$ cat src/rtl/water_level_tracker.sv
// Tank water level tracker: counts slow new_clock edges in the system clock domain and
// steps the level up (fill) or down (irrigation, cleaning) with saturation at both ends.
module water_level_tracker #(
    parameter int LEVEL_W    = 4,
    parameter int LEVEL_MAX  = 15,
    parameter int LOW_MARK   = 3,
    parameter int FILL_STEP  = 1,
    parameter int DRAIN_STEP = 1,
    parameter int CLEAN_STEP = 2
) (
    input  logic               clock,
    input  logic               reset,
    input  logic               tick_in,
    input  logic [1:0]         rega,
    input  logic [1:0]         limpeza,
    input  logic               erro,
    output logic [LEVEL_W-1:0] nivel,
    output logic               cheio,
    output logic               vazio,
    output logic               baixo,
    output logic               falta_agua,
    output logic [2:0]         estado
);

    typedef enum logic [2:0] {
        ST_FILL      = 3'd0,
        ST_DRIP      = 3'd1,
        ST_SPRINKLER = 3'd2,
        ST_CLEAN     = 3'd3,
        ST_ERROR     = 3'd4
    } mode_t;

    localparam int SUM_W = LEVEL_W + 1;
    localparam logic [SUM_W-1:0]   MAX_EXT   = SUM_W'(LEVEL_MAX);
    localparam logic [SUM_W-1:0]   FILL_EXT  = SUM_W'(FILL_STEP);
    localparam logic [SUM_W-1:0]   DRAIN_EXT = SUM_W'(DRAIN_STEP);
    localparam logic [SUM_W-1:0]   CLEAN_EXT = SUM_W'(CLEAN_STEP);
    localparam logic [LEVEL_W-1:0] MAX_LVL   = LEVEL_W'(LEVEL_MAX);
    localparam logic [LEVEL_W-1:0] LOW_LVL   = LEVEL_W'(LOW_MARK);

    // Tick path: sync and history flops reset high so a high tick_in at release is not a tick.
    logic sync1_q, sync2_q, hist_q;
    logic tick_p;

    always_ff @(posedge clock or posedge reset) begin
        if (reset) begin
            sync1_q <= 1'b1;
            sync2_q <= 1'b1;
            hist_q  <= 1'b1;
        end else begin
            sync1_q <= tick_in;
            sync2_q <= sync1_q;
            hist_q  <= sync2_q;
        end
    end

    assign tick_p = sync2_q & ~hist_q;

    // Mode FSM: state register, next-state decode, output.
    mode_t estado_q, mode_d;

    always_ff @(posedge clock or posedge reset) begin
        if (reset) begin
            estado_q <= ST_FILL;
        end else begin
            estado_q <= mode_d;
        end
    end

    always_comb begin
        mode_d = ST_FILL;
        if (erro) begin
            mode_d = ST_ERROR;
        end else if (rega == 2'b01) begin
            mode_d = ST_DRIP;
        end else if (rega == 2'b10) begin
            mode_d = ST_SPRINKLER;
        end else if (limpeza[1]) begin
            mode_d = ST_CLEAN;
        end
    end

    always_comb begin
        estado = estado_q;
    end

    // Level datapath; the step uses the combinational mode of the tick_p cycle.
    logic [LEVEL_W-1:0] level_q, level_d;
    logic               falta_q, falta_d;
    logic [SUM_W-1:0]   level_ext;
    logic [SUM_W-1:0]   fill_sum;
    logic [SUM_W-1:0]   drain_step;

    assign level_ext  = {1'b0, level_q};
    assign fill_sum   = level_ext + FILL_EXT;
    assign drain_step = (mode_d == ST_CLEAN) ? CLEAN_EXT : DRAIN_EXT;

    always_comb begin
        level_d = level_q;
        falta_d = falta_q;
        if (tick_p) begin
            unique case (mode_d)
                ST_FILL: begin
                    level_d = (fill_sum > MAX_EXT) ? MAX_LVL : fill_sum[LEVEL_W-1:0];
                    falta_d = 1'b0;
                end
                ST_DRIP, ST_SPRINKLER, ST_CLEAN: begin
                    if (level_ext < drain_step) begin
                        level_d = '0;
                        falta_d = 1'b1;
                    end else begin
                        level_d = level_q - drain_step[LEVEL_W-1:0];
                    end
                end
                default: begin
                    level_d = level_q;
                    falta_d = falta_q;
                end
            endcase
        end
    end

    always_ff @(posedge clock or posedge reset) begin
        if (reset) begin
            level_q <= '0;
            falta_q <= 1'b0;
        end else begin
            level_q <= level_d;
            falta_q <= falta_d;
        end
    end

    always_comb begin
        nivel      = level_q;
        cheio      = (level_q == MAX_LVL);
        vazio      = (level_q == '0);
        baixo      = (level_q <= LOW_LVL);
        falta_agua = falta_q;
    end

endmodule

$ cat config.mk
export PLATFORM = sky130hd
export DESIGN_NAME = water_level_tracker
export DESIGN_NICKNAME = d
export VERILOG_FILES = /design/src/rtl/water_level_tracker.sv
export SDC_FILE = /design/constraint.sdc
export NUM_CORES = 1
export LEC_CHECK = 0
export BUFFER_PORTS_ARGS = -buffer_cell sky130_fd_sc_hd__buf_2
export CORE_UTILIZATION = 25
export DETAILED_ROUTE_END_ITERATION = 8
export HOLD_SLACK_MARGIN = 0.08
export MAX_ROUTING_LAYER = met4
export PLACE_DENSITY_LB_ADDON = 0.2
export SLEW_MARGIN = 20
export SYNTH_ARGS = -nofsm -noshare
export SYNTH_HDL_FRONTEND = slang
export SYNTH_SLANG_ARGS = --single-unit
$ cat constraint.sdc
create_clock -name clock -period 1.87 [get_ports clock]
set_input_delay 0.0935 -clock clock [delete_from_list [all_inputs] [get_ports clock]]
set_output_delay 0.0935 -clock clock [all_outputs]
set_load 0.02 [all_outputs]
==> impl_metrics.csv <==
group,metric,value,unit
route,routed_wl,1691,um
final_layout,fillers,270,
final_layout,drive_above_1_share,45.63,%
grt,grt_usage,14.59,%
logic_synthesis,muxShareOfSynthArea,1.465,%
final_layout,seq_area,280.3,sq um
logic_synthesis,synth.largest_area_cell,"dfrtp_1",
pwr,p_leak,0.4579,nW
worst_setup_path,worstPathMaxFanout,6,
logic_synthesis,synth_common_cells,"dfrtp_1 (8), a21oi_1 (6), nor2_1 (6)",
route,drt_first_pass_iters,4,
route,drt_iter0_drc,8,
grt,grt_overflow,0,
pwr,p_total,1.066,mW
grt,grt_pass1_vias,612,
worst_setup_path,arrival,1970,ps
placed_design,dp_cells,127,
job,cap_violations,0,
placed_design,gp_congestion,0.8447,
pwr,ir_drop,0.5529,mV
logic_synthesis,ys.flop_type,"dfrtp_1",
final_layout,multi_input_area,384.1,sq um
logic_synthesis,synthXorXnorAreaFrac,1.282,%
floorplan,io-pin-count,19,
logic_synthesis,syn_area_per_cell,9.622,sq um
logic_synthesis,syn-num-nets,84,
logic_synthesis,yosysMostFrequentCell,"dfrtp_1",
route,drc_errors,0,
timing,worst_pin_slew,451.3,ps
logic_synthesis,synthTopCellsByArea,"dfrtp_1 (29%), dfstp_2 (12%), ha_1 (7.3%), a21oi_1 (4.4%), nor2_1 (3.3%)",
floorplan,design.die.area,2946,sq um
route,ant_nets,0,
floorplan,die_h,54.28,um
worst_setup_path,setup.worst_path.end_class,"flop",
logic_synthesis,synth_edf_count,0,
logic_synthesis,ys_seq_area_share,40.84,%
timing,fmax,568.6,MHz
clocking,cts-root-buf,"clkbuf_4",
grt,grt_max_degree,12,
logic_synthesis,yosysWarnings,0,
logic_synthesis,synth_top_area_share,29.30,%
clocking,cts_tree,"built",
route,via_per_inst,4.895,
clocking,cts_max_path_buffers,2,
pwr,power.density,1130,nW/um^2
timing,hold_viol_final,0,
timing,setup_violations,0,
clocking,htree_levels,1,
pwr,sw_frac_of_total,43.07,%
logic_synthesis,synth_top_family_by_area,"simple AND/OR/NAND/NOR gates",
logic_synthesis,yosys.cell_types.count,33,
pwr,pwr-share-seq,33.2,%
timing,clock_skew,2.664,ps
placed_design,io_buffers,17,
min_path,worstHoldPathType,"in2reg",
logic_synthesis,synthAdderAreaFrac,10.26,%
final_layout,nNetsFinal,117,
route,vias,651,
placed_design,dp_hpwl,1285,um
clocking,worstSkewPairLatency,270,ps
timing,rsz0062_at_grt,"no",
floorplan,die_w,54.28,um
floorplan,initial_core_util,27.08,%
floorplan,core_area,2522,sq um
final_layout,instances_no_fill,133,
grt,antenna_found_initial,0,
clocking,cts_num_sinks,11,
floorplan,rows,18,
pwr,power.internal,0.6069,mW
timing,drv_slew,0,
logic_synthesis,synthCells,71,
logic_synthesis,ys_async_sr_fraction,100.0,%
final_layout,area_growth,38.10,%
timing,relSlewSlack,69.88,%
pwr,p_switching,0.4591,mW
worst_setup_path,worst_ep_required_time,2090,ps
pwr,combPwrFrac,50.5,%
logic_synthesis,synth_compound_area_share,16.30,%
pwr,clkPwrFrac,16.3,%
logic_synthesis,synth-simple-area-share,25.46,%
timing,timing.final.crit_share,94.06,%
clocking,clk_pin_slew_worst_paths,80,ps
clocking,cts_buffers,3,
route,wire_per_inst,12.71,um
logic_synthesis,syn_area,683.2,sq um
logic_synthesis,ys_ff_latch,11,
worst_setup_path,worstSetupPathType,"reg2reg",
timing,finalCriticalPeriod,1759,ps
grt,grt_pass1_wl,2877,um
worst_setup_path,cp-start-kind,"flop",
run_status,status,"completed",
final_layout,antenna_cells,0,
-- repair_timing --
action | in CTS | in global routing
gates resized for setup | 0 | 2
setup endpoints to repair | 0 | 1
buffers inserted | 0 | 0
hold buffers | 2 | 0
hold endpoints to repair | 9 | 0
-- cells in the final DEF (no fill, tap or decap), drive strengths merged, types with 3 or more instances in the layout --
cell    instances
dfrtp           8
dfstp           3
clkbuf          3
ha              4
o21ai           4
inv             5
nand2           5
buf            29
and2            3
nor2            6
a21oi           6
-- state kept, by name, indices dropped and copies added (netlist names) --
name and count:
nivel 4, estado 3, falta_agua 1, hist_q 1
sync1_q 1, sync2_q 1
-- routing by layer --
metal / global-route usage (%) / wire length, um / up-vias
met4: 4.274 / 31 / 0
met2: 21.54 / 779 / 14
met3: 5.833 / 89 / 4
li1: - / - / 316
met5: - / 0 / -
met1: 18.21 / 791 / 317
-- cells by family (layout without fill, tap and decap cells) --
kind of cell	after synthesis	after routing
fa+ha+maj	5	5
simple gates	28	28
xor+xnor	1	1
mux	1	1
flops	11	11
compound gates	17	17
buf+inv	8	40
-- cell type report --
cell class                 instances  share of cell area (%)
timing repair buffer              31                   20.69
sequential                        11                   29.71
multi-input combinational         52                   40.72
clock inverter                     1                  0.5305
clock buffer                       3                   2.387
inverter                           5                   1.989
tap                               30                   3.979
-- stage by stage --
stage	util (%)	TNS (ps)	setup slack, ps	area, sq um	hold WS [ps]
floorplan	-	0	13.52	704.4	-56.28
CTS	37.40	0	85.10	943.4	111.9
global route	37.40	0	6.289	943.4	113.7
global placement	35.52	-146.3	-87.77	895.9	119.1
detailed placement	35.52	-274.3	-125.0	895.9	137.7
finish	37.40	0	111.2	943.4	106.7
-- worst max-delay path, cell delays in order, from the launching register on --
cell and delay [ps]:
dfrtp_1 450, inv_1 110, fa_2 400, nor3b_2 170, or4b_1 470, nand3b_1 100
-- power groups by stage --
stage / combinational (mW) / sequential [mW] / clock, mW
after detailed placement: 0.534 / 0.357 / 0
after global routing: 0.604 / 0.362 / 0.195
final: 0.538 / 0.354 / 0.174
after floorplan: 0.303 / 0.392 / 0
after CTS: 0.543 / 0.353 / 0.182
after global placement: 0.535 / 0.355 / 0
-- path summary, 6_finish.rpt --
| check | start | end | slack, ps | cells past startpoint |
|---|---|---|---|---|
| worst min register to register | sync1_q | sync2_q | 360 | 0 |
| worst max register to register | nivel[1] | nivel[3] | 110 | 5 |
| min in group asynchronous | reset | estado[2] | 360 | 3 |
| worst min-delay path | erro | estado[2] | 110 | 2 |
| worst max-delay path | nivel[1] | nivel[3] | 110 | 5 |
| max in group asynchronous | reset | sync1_q | 1170 | 3 |
Note: power is estimated with default switching activity, not from simulation.
